## src/rtl/simple_rx.sv

```systemverilog
// 8N1 UART receiver with a one-entry valid/ready output buffer.
// Optional SIMPLE_RX_MAJORITY_EN: 2-of-3 majority vote on every bit sample.
module simple_rx #(
  parameter int clocks_per_bit = 12
) (
  input  logic       _clock,
  input  logic       _reset,
  input  logic       _in,
  output logic [7:0] _out,
  output logic       _out_valid,
  input  logic       _out_ready,
  output logic       _frame_err,
  output logic       _overrun
);

  localparam logic [7:0] DELAY_MID  = 8'(clocks_per_bit / 2);
  localparam logic [7:0] DELAY_LAST = 8'(clocks_per_bit - 1);

  typedef enum logic [1:0] {IDLE, START, DATA, STOP} state_t;

  state_t     state, state_nxt;
  logic       s1, s2;
  logic [7:0] delay, delay_nxt;
  logic [7:0] shift, shift_nxt;
  logic [2:0] count, count_nxt;
  logic       armed, armed_nxt;
  logic       deliver, ferr;
  logic       sample;

  always_ff @(posedge _clock) begin
    if (_reset) begin
      s1 <= 1'b1;
      s2 <= 1'b1;
    end else begin
      s1 <= _in;
      s2 <= s1;
    end
  end

`ifdef SIMPLE_RX_MAJORITY_EN
  // s2 one and two cycles back; together with s2 this spans the 3-cycle vote window
  logic [1:0] hist;

  always_ff @(posedge _clock) begin
    if (_reset) hist <= 2'b11;
    else        hist <= {hist[0], s2};
  end

  assign sample = (hist[1] & hist[0]) | (hist[1] & s2) | (hist[0] & s2);
`else
  assign sample = s2;
`endif

  always_ff @(posedge _clock) begin
    if (_reset) begin
      state <= IDLE;
      delay <= '0;
      count <= '0;
      shift <= '0;
      armed <= 1'b0;
    end else begin
      state <= state_nxt;
      delay <= delay_nxt;
      count <= count_nxt;
      shift <= shift_nxt;
      armed <= armed_nxt;
    end
  end

  always_comb begin
    state_nxt = state;
    delay_nxt = delay;
    count_nxt = count;
    shift_nxt = shift;
    armed_nxt = armed;
    deliver   = 1'b0;
    ferr      = 1'b0;
    case (state)
      IDLE: begin
        // a start edge only counts once the line has been seen high
        if (s2) armed_nxt = 1'b1;
        if (armed && !s2) begin
          state_nxt = START;
          delay_nxt = '0;
          armed_nxt = 1'b0;
        end
      end
      START: begin
        delay_nxt = delay + 8'd1;
        if (delay == DELAY_MID) begin
          delay_nxt = '0;
          count_nxt = '0;
          state_nxt = sample ? IDLE : DATA;
        end
      end
      DATA: begin
        delay_nxt = delay + 8'd1;
        if (delay == DELAY_LAST) begin
          shift_nxt = {sample, shift[7:1]};
          delay_nxt = '0;
          count_nxt = count + 3'd1;
          if (count == 3'd7) state_nxt = STOP;
        end
      end
      STOP: begin
        delay_nxt = delay + 8'd1;
        if (delay == DELAY_LAST) begin
          delay_nxt = '0;
          state_nxt = IDLE;
          if (sample) deliver = 1'b1;
          else        ferr    = 1'b1;
        end
      end
      default: state_nxt = IDLE;
    endcase
  end

  // holding buffer: an accept and a delivery on the same edge keeps it full
  always_ff @(posedge _clock) begin
    if (_reset) begin
      _out       <= '0;
      _out_valid <= 1'b0;
      _frame_err <= 1'b0;
      _overrun   <= 1'b0;
    end else begin
      _frame_err <= ferr;
      _overrun   <= deliver && _out_valid && !_out_ready;
      if (deliver && (!_out_valid || _out_ready)) begin
        _out       <= shift;
        _out_valid <= 1'b1;
      end else if (_out_valid && _out_ready) begin
        _out_valid <= 1'b0;
      end
    end
  end

endmodule

```

## config.mk

```make
export PLATFORM = sky130hd
export DESIGN_NAME = simple_rx
export DESIGN_NICKNAME = d
export VERILOG_FILES = /design/src/rtl/simple_rx.sv
export SDC_FILE = /design/constraint.sdc
export NUM_CORES = 1
export LEC_CHECK = 0
export ABC_AREA = 1
export CORE_MARGIN = 2
export CORE_UTILIZATION = 59
export DETAILED_ROUTE_END_ITERATION = 16
export GPL_TIMING_DRIVEN = 0
export PLACE_DENSITY = 0.89
export RECOVER_POWER = 50
export SKIP_CTS_REPAIR_TIMING = 1
export SLEW_MARGIN = 20
export SYNTH_ARGS = -nofsm -noshare
export SYNTH_HDL_FRONTEND = slang
export SYNTH_SLANG_ARGS = --single-unit
```

## constraint.sdc

```tcl
create_clock -name _clock -period 2.85 [get_ports _clock]
set_input_delay 0.285 -clock _clock [delete_from_list [all_inputs] [get_ports _clock]]
set_output_delay 0.285 -clock _clock [all_outputs]
set_load 0.05 [all_outputs]
```

==> results.py <==
metrics = {
    "detailed_routing": {
        "drt_iter0_drc": 24,
        "dr_total_vias": 1350,
        "avgRoutedWirePerCell_um": 11.75,
        "avgViaCountPerCell": 5.114,
        "drtAntennaViolNets": 0,
        "drt_wl_total_um": 3102,
        "drcViolationCount": 0,
        "drt-pass1-iter-count": 4,
    },
    "floorplan": {
        "design.core.area_um2": 2455,
        "start_util": 0.6208,
        "die-area_um2": 3006,
        "ios": 15,
        "rows": 18,
        "die_h_um": 54.83,
        "die_x_um": 54.83,
    },
    "setup_path": {
        "r2r_slack_ps": 830,
        "cp.arrival_ps": 2240,
        "crit_path_start_kind": "register",
        "crit_path_start": "delay[0]",
        "crit_type": "reg -> reg",
        "rr_worst_depth": 8,
        "end_kind": "register",
        "r2r_end": "_out[5]",
        "worstPathRequired_ps": 3060,
        "crit_fanout": 10,
        "r2r-start": "delay[0]",
    },
    "synthesis": {
        "ys_top_cells_by_count": "43 x nand2_1, 35 x dfxtp_1, 30 x nor2_1",
        "ys.flop_type": "dfxtp_1",
        "synth_warnings": 0,
        "ys_async_sr_fraction": 0,
        "syn_area_per_cell_um2": 7.189,
        "syn_nets": 220,
        "synthesis.area_um2": 1524,
        "syn_inst": 212,
        "synth.top_cells.by_area": "dfxtp_1 46%, nand2_1 11%, nor2_1 7.4%, inv_1 6.4%, nand3_1 6.2%",
        "synth_top_area_frac": 0.4598,
        "ys_ff_latch": 35,
        "ys_seq_area_frac": 0.4598,
        "yosysTopAreaCell": "dfxtp_1",
        "yosys.cell_count.top_type": "nand2_1",
        "synth_edf_count": 0,
        "synth_cell_types": 19,
    },
    "clock_tree": {
        "cts_buffers": 5,
        "cts_num_sinks": 35,
        "cts_max_path_buffers": 2,
        "worstSkewPairLatency_ps": 340,
        "htree_levels": 2,
        "cts.clk_slew.worst_paths_ps": 110,
        "cts_tree": "done",
        "cts_root_buffer": "clkbuf_4",
    },
    "timing": {
        "finalHoldViolations": 0,
        "finalCritPeriodShare": 0.7099,
        "drv_slew": 0,
        "relSlewSlack": 0.5872,
        "setup_viol": 0,
        "layout_min_cycle_time_ps": 2023,
        "tightest_slew_ps": 616.9,
        "tns_ps": 0,
        "fmax_ghz": 0.4943,
        "skew_ps": 15.54,
        "rsz0062_at_grt": "false",
    },
    "layout": {
        "seq_area_um2": 700.7,
        "drive_gt1_frac": 0.06410,
        "multi_input_area_um2": 684.4,
        "diodes": 0,
        "syn2layout_area_growth_pct": 16.58,
        "fin_nets": 241,
        "fillers": 209,
    },
    "min_path": {
        "min_from": "s1",
        "hp-class": "reg -> reg",
        "hold-path-endpoint": "s2",
        "hold_path_depth": 1,
    },
    "placed_design": {
        "port_buffers": 14,
        "hpwl_um": 2177,
        "gp_congestion": 0.8252,
    },
    "grt": {
        "grt_pass1_wl_um": 4616,
        "grt_remaining_overflow": 0,
        "grt_max_degree": 12,
        "grt_pass1_vias": 1072,
        "antenna_found_initial": 0,
        "grtUsageTotal": 0.2204,
    },
    "job": {
        "maxCapViolations": 0,
    },
    "power": {
        "total_power_w": 0.001039,
        "p_per_area_nw_per_um2": 584.9,
        "ir_worst_vdd_mv": 0.5102,
        "p_leak_nw": 0.7675,
    },
    "status": {
        "status": "finished clean",
    },
}
-- per-layer routing --
metal  vias to the layer above  part of all wire  global-route usage
li1                        718                 -                   -
met1                       614              0.50              0.2852
met2                        13              0.46              0.3413
met3                         5             0.027             0.06557
met4                         0             0.014             0.08750
met5                         -                 0                   0
-- worst max-delay path, stage by stage (launching register included) --
cell and delay, ps:
dfxtp_1 400, ha_1 220, nand3_1 110, nor2_1 210, nand2_2 80, nor2_1 480
nand2_2 230, nand2_1 120, a21oi_1 60
-- logic make-up (layout without fill, tap and decap cells) --
group | after synthesis | count (layout) | synth area share
buffers and inverters | 30 | 52 | 0.07389
AND/OR/NAND/NOR | 107 | 107 | 0.3153
flip-flops | 35 | 35 | 0.4598
adder cells (fa/ha/maj) | 4 | 4 | 0.03284
AO/OA/AOI/OAI | 36 | 36 | 0.1182
-- metrics by stage --
step / setup WS (ps) / util / hold WS (ps) / cell area (um2) / std cells
after floorplan: 1426 / - / 388.8 / 1524 / 212
after global placement: 1234 / 0.6932 / 395.5 / 1702 / 256
after detailed placement: 1154 / 0.6932 / 399.9 / 1702 / 256
after CTS: 1053 / 0.7345 / 426.9 / 1803 / 264
after global routing: 533.5 / 0.7238 / 443.3 / 1777 / 264
final: 826.9 / 0.7238 / 435.6 / 1777 / 264
-- report_power, final --
part / switching [W] / leakage (nW) / internal [W]
Combinational: 0.0000570 / 0.432 / 0.0000260
Clock: 0.000170 / 0.0525 / 0.000274
Sequential: 0.0000125 / 0.283 / 0.000500
Total: 0.000240 / 0.768 / 0.000799
-- layout by cell type, fill, tap and decap left out --
cell | Yosys | routed
nor2_2 | 2 | 2
nand3b_1 | 1 | 1
nand3_1 | 19 | 19
ha_1 | 4 | 4
nand2_1 | 43 | 44
dfxtp_1 | 35 | 35
nand2_2 | 5 | 4
clkdlybuf4s50_1 | 0 | 13
or2_2 | 2 | 2
bufinv_16 | 0 | 2
nor2_1 | 30 | 32
a21oi_1 | 18 | 18
clkbuf_4 | 0 | 5
o21ai_0 | 13 | 16
o21ai_1 | 5 | 2
nand4_1 | 1 | 1
dlygate4sd3_1 | 0 | 1
clkbuf_1 | 3 | 4
nor3_1 | 2 | 2
inv_1 | 26 | 27
-- how the worst max path moves through the flow --
stage	cells past startpoint	end
2_1_floorplan	8	_out[0]
3_3_place_gp	5	shift[5]
3_5_place_dp	5	shift[1]
4_1_cts	1	_out_valid
5_1_grt	8	_out[5]
6_report	8	_out[5]
-- state kept, by name, summed over array words and instances (netlist names), 3 cells and up, named ones only --
signal,flops
_out,8
count,3
delay,8
shift,8
-- area by class of cell --
type	instances	share of cell area
multi-input combinational	147	0.3852
tap	30	0.02113
clock inverter	2	0.03380
inverter	27	0.05704
clock buffer	6	0.02324
buffer	3	0.006338
sequential	35	0.3944
timing repair buffer	14	0.07887
No activity file was read; power rests on OpenSTA's default activity.
